===== config.mk =====
export PLATFORM = sky130hd
export DESIGN_NAME = shift_deser8
export DESIGN_NICKNAME = d
export VERILOG_FILES = /design/src/rtl/shift_deser8.sv
export SDC_FILE = /design/constraint.sdc
export NUM_CORES = 1
export LEC_CHECK = 0
export CAP_MARGIN = 25
export CORE_MARGIN = 10
export CORE_UTILIZATION = 52
export CTS_CLUSTER_DIAMETER = 200
export CTS_CLUSTER_SIZE = 24
export DETAILED_ROUTE_END_ITERATION = 16
export PLACE_DENSITY = 0.76
export SLEW_MARGIN = 20
export SYNTH_ARGS = -nofsm -noshare
export SYNTH_HDL_FRONTEND = slang
export SYNTH_SLANG_ARGS = --single-unit

===== constraint.sdc =====
create_clock -name clk -period 2.1 [get_ports clk]
set_input_delay 0.525 -clock clk [delete_from_list [all_inputs] [get_ports clk]]
set_output_delay 0.525 -clock clk [all_outputs]
set_load 0.01 [all_outputs]

===== src/rtl/shift_deser8.sv =====
// shift_deser8: serial-to-parallel receiver assembling 8-bit words (LSB- or MSB-first) with a valid/ready output buffer.
// Define PARITY_EN to append a 9th even-parity bit per word and enable the parity_err flag.
module shift_deser8 (
   input  logic       clk,
   input  logic       rst,
   input  logic       sin,
   input  logic       sin_valid,
   input  logic       sof,
   input  logic       dir,
   input  logic       po_ready,
   input  logic       clr_err,
   output logic [7:0] PO,
   output logic       po_valid,
   output logic       overrun,
   output logic       frame_err,
   output logic       parity_err
);

`ifdef PARITY_EN
   typedef enum logic [1:0] {IDLE = 2'd0, SHIFT = 2'd1, PAR = 2'd2} state_t;
`else
   typedef enum logic {IDLE = 1'b0, SHIFT = 1'b1} state_t;
`endif

   state_t      state, state_nxt;
   logic [2:0]  cnt;
   logic [7:0]  sreg;
   logic        dir_q;

   logic        start;
   logic        dir_sel;
   logic [7:0]  shifted;
   logic        last_data;
   logic        deliver;
   logic [7:0]  word;
   logic        frame_set;
   logic        overrun_set;
   logic        accept;
`ifdef PARITY_EN
   logic        parity_set;
`endif

   // A sof bit always begins a frame, so it uses the live dir rather than the latched one.
   assign start     = sin_valid && sof;
   assign dir_sel   = start ? dir : dir_q;
   assign shifted   = dir_sel ? {sreg[6:0], sin} : {sin, sreg[7:1]};
   assign last_data = (state == SHIFT) && sin_valid && !sof && (cnt == 3'd7);
   assign accept    = po_valid && po_ready;

   // NOTE: state and datapath flops use non-blocking assignments so every register updates together at the edge.
   always_ff @(posedge clk or posedge rst) begin
      if (rst) state <= IDLE;
      else     state <= state_nxt;
   end

   // NOTE: every variable gets a default at the top of the block so no path infers a latch.
   always_comb begin
      state_nxt = state;
      case (state)
         IDLE:  if (start) state_nxt = SHIFT;
`ifdef PARITY_EN
         SHIFT: if (last_data) state_nxt = PAR;
         PAR: begin
            if (start)          state_nxt = SHIFT;
            else if (sin_valid) state_nxt = IDLE;
         end
`else
         SHIFT: if (last_data) state_nxt = IDLE;
`endif
         default: state_nxt = IDLE;
      endcase
   end

   always_comb begin
      deliver   = 1'b0;
      word      = shifted;
      frame_set = 1'b0;
`ifdef PARITY_EN
      parity_set = 1'b0;
`endif
      case (state)
         SHIFT: begin
            frame_set = start;
`ifndef PARITY_EN
            deliver   = last_data;
`endif
         end
`ifdef PARITY_EN
         PAR: begin
            frame_set = start;
            if (sin_valid && !sof) begin
               deliver    = 1'b1;
               word       = sreg;
               parity_set = ^{sreg, sin};
            end
         end
`endif
         default: ;
      endcase
   end

   assign overrun_set = deliver && po_valid && !po_ready;

   // The parity bit itself is not shifted in; sreg keeps the data word while in PAR.
   always_ff @(posedge clk or posedge rst) begin
      if (rst) begin
         sreg  <= 8'h00;
         cnt   <= 3'd0;
         dir_q <= 1'b0;
      end else if (sin_valid && (sof || state == SHIFT)) begin
         sreg <= shifted;
         cnt  <= sof ? 3'd1 : cnt + 3'd1;
         if (sof) dir_q <= dir;
      end
   end

   always_ff @(posedge clk or posedge rst) begin
      if (rst) begin
         PO       <= 8'h00;
         po_valid <= 1'b0;
      end else if (deliver && (!po_valid || po_ready)) begin
         PO       <= word;
         po_valid <= 1'b1;
      end else if (accept) begin
         po_valid <= 1'b0;
      end
   end

   // A flag being set in the same cycle as clr_err stays set.
   always_ff @(posedge clk or posedge rst) begin
      if (rst) begin
         overrun   <= 1'b0;
         frame_err <= 1'b0;
      end else begin
         overrun   <= overrun_set || (overrun && !clr_err);
         frame_err <= frame_set || (frame_err && !clr_err);
      end
   end

`ifdef PARITY_EN
   always_ff @(posedge clk or posedge rst) begin
      if (rst) parity_err <= 1'b0;
      else     parity_err <= parity_set || (parity_err && !clr_err);
   end
`else
   assign parity_err = 1'b0;
`endif

endmodule


==> flow_summary_export.csv <==
group,metric,value,unit
status,status,"finished clean",
clock_network,clkTransAtPathRegs,0.13,ns
clock_network,hold_buffers,0,
logic_synthesis,synth_warnings,0,
die,die-area,4700,µm²
timing,max_slew_margin,0.650,
timing,finClkSkew,0.00216,ns
die,die_w,68.6,µm
drt,drc,0,
global_route,antenna_found_initial,0,
logic_synthesis,syn_inst,115,
drt,viasPerCell,5.84,
power,power,1.47,mW
power,power-per-cell-area,1020,nW/µm²
drt,vias,929,
timing,fin_crit,1.77,ns
global_route,gr-usage-all-layers,0.121,
die,die_y,68.6,µm
die,io-pin-count,20,
placed_design,port_buffers,18,
timing,finalMaxSlewViolations,0,
drt,final_antenna_net_count,0,
worst_setup_path,path_cells,"clkdlybuf4s50_1",
drt,dr.pass1.iters,4,
layout,design_area,1440,µm²
placed_design,placed_cells_incl_taps,155,
logic_synthesis,synth_commonest_cells,"dfrtp_1, nand3_1, a21oi_1, a31oi_1, nor2_1",
logic_synthesis,yosysMostFrequentCell,"dfrtp_1",
power,netSwitchingPower,453,µW
timing,max_freq,0.564,GHz
worst_setup_path,worstSetupPathType,"reg -> out",
power,power_frac_seq,0.449,
layout,drive_gt1_frac,0.168,
worst_setup_path,cp_max_fo,2,
timing,worst_slew_pin_slew,0.526,ns
timing,hold_viol,0,
layout,instances_no_fill,159,
global_route,grt_pass1_wl,4400,µm
layout,area_delta_synth_final,17.0,%
global_route,grt_pass1_vias,936,
logic_synthesis,synth_edf_count,0,
logic_synthesis,ys_seq_elements,24,
logic_synthesis,synth_top_area_frac,0.489,
clock_network,ctsResizeCount,0,
clock_network,clock_path_buffers,2,
worst_setup_path,required,1.57,ns
worst_setup_path,critPathBufInv,1,
timing,setup_violations,0,
power,p_int,1.01,mW
drt,routedWlPerCell,15.9,µm
logic_synthesis,synth-async-reset-ratio,1.00,
placed_design,hpwl,1990,µm
flow_run,drv_cap,0,
clock_network,clock-sinks,24,
global_route,grt_overflow,0,
logic_synthesis,synthFlopType,"dfrtp_1",
power,vdd_ir_drop_max,0.577,mV
clock_network,cts_tree,"yes",
clock_network,cts_root_buf,"clkbuf_4",
power,combPwrFrac,0.322,
logic_synthesis,synth_top_cell_by_area,"dfrtp_1",
clock_network,clkLatencyLatePin,0.31,ns
global_route,grt_max_degree,25,
placed_design,place_area,1380,µm²
min_path,hold_class,"in -> async",
worst_setup_path,crit_slowest_cell,"clkdlybuf4s50_1",
clock_network,cts_buffers,3,
clock_network,htree_levels,1,
logic_synthesis,syn_avg_cell_area,10.7,µm²
die,core_area,2230,µm²
timing,setup_slack,0.328,ns
worst_setup_path,cp-start-kind,"flop",
drt,drt_iter0_drc,36,
layout,diodes,0,
placed_design,place_congestion,0.761,
timing,fin_setup_tns,0,ns
timing,fin_crit_sh,0.844,
die,rows,17,
power,swShare,0.310,
worst_setup_path,max_stage_delay,0.55,ns
logic_synthesis,ys_top_cells_by_area,"dfrtp_1, a31oi_2, buf_6, a31oi_1, nand3_1",
layout,nNetsFinal,142,
timing,rsz0062_at_grt,"no",
worst_setup_path,worstPathArrival,1.25,ns
worst_setup_path,crit_family,"buffers and inverters",
drt,wirelength,2530,µm
clock_network,postCtsSetupBuffers,0,
worst_setup_path,endpoint_kind,"primary output",
logic_synthesis,netlist_area,1230,µm²
logic_synthesis,yosysUniqueCellTypes,29,
logic_synthesis,seq_area_frac_synth,0.489,
power,clock_power_share,0.229,
die,initial_core_util,0.550,
placed_design,pre_cts_slack,0.0247,ns
logic_synthesis,syn_nets,125,
power,p_leak,0.605,nW
[power by group through the flow]
stage	combinational (mW)	clock [mW]	sequential (mW)
after floorplan	0.275	0	0.677
after global placement	0.462	0	0.659
after detailed placement	0.481	0	0.666
after CTS	0.480	0.339	0.658
after global routing	0.520	0.365	0.677
final	0.472	0.335	0.658
[registers in the layout, summed over array words and instances (netlist names)]
register	cells
dir_q	1
PO	8
state	1
frame_err	1
cnt	3
po_valid	1
overrun	1
sreg	8
[per-stage QoR]
stage,hold slack (ns),utilization
after detailed placement,0.538,0.620
after global routing,0.561,0.643
after floorplan,0.502,-
final,0.536,0.643
after CTS,0.543,0.643
after global placement,0.512,0.620
[worst paths after layout]
check	depth (start not counted)	slack, ns	end	from
min in group clk	2	0.55	cnt[2]	cnt[2]
max in group asynchronous	3	1.33	sreg[5]	rst
max	1	0.33	frame_err	frame_err
max reg2reg	6	0.51	PO[0]	cnt[0]
min reg2reg	2	0.55	cnt[2]	cnt[2]
min	3	0.54	overrun	rst
[cell families after synthesis]
group / share of synthesized area
other cells: 0.00306
buf+inv: 0.0968
simple gates: 0.127
flops: 0.489
fa+ha+maj: 0.0204
compound gates: 0.263
[layout make-up]
class / instances / area (µm²)
repair buffers: 23 / 218
well taps: 28 / 35.0
flip-flops and latches: 24 / 601
clock buffers: 3 / 22.5
inverters: 6 / 22.5
fillers: 179 / 797
clock inverters: 1 / 30.0
multi-input cells: 74 / 508
[metal layers]
layer	track usage	vias to the layer above	routed length, µm
met3	0.0322	6	197
met1	0.143	447	1050
met4	0.0528	0	36
li1	-	446	-
met2	0.200	30	1250
met5	0	-	0
[layout by cell type (no fill, tap or decap), types with 2 or more instances in the layout]
| master | count |
|---|---|
| a21oi_1 | 8 |
| a31oi_1 | 8 |
| a31oi_2 | 7 |
| buf_4 | 5 |
| clkbuf_4 | 3 |
| clkdlybuf4s50_1 | 18 |
| dfrtp_1 | 24 |
| ha_1 | 2 |
| inv_1 | 6 |
| nand2_1 | 3 |
| nand3_1 | 9 |
| nand3_2 | 3 |
| nor2_1 | 8 |
| o21a_1 | 3 |
| o21ai_0 | 5 |
| o21ai_1 | 5 |
| o22ai_1 | 2 |
(Power assumes the default switching activity.)
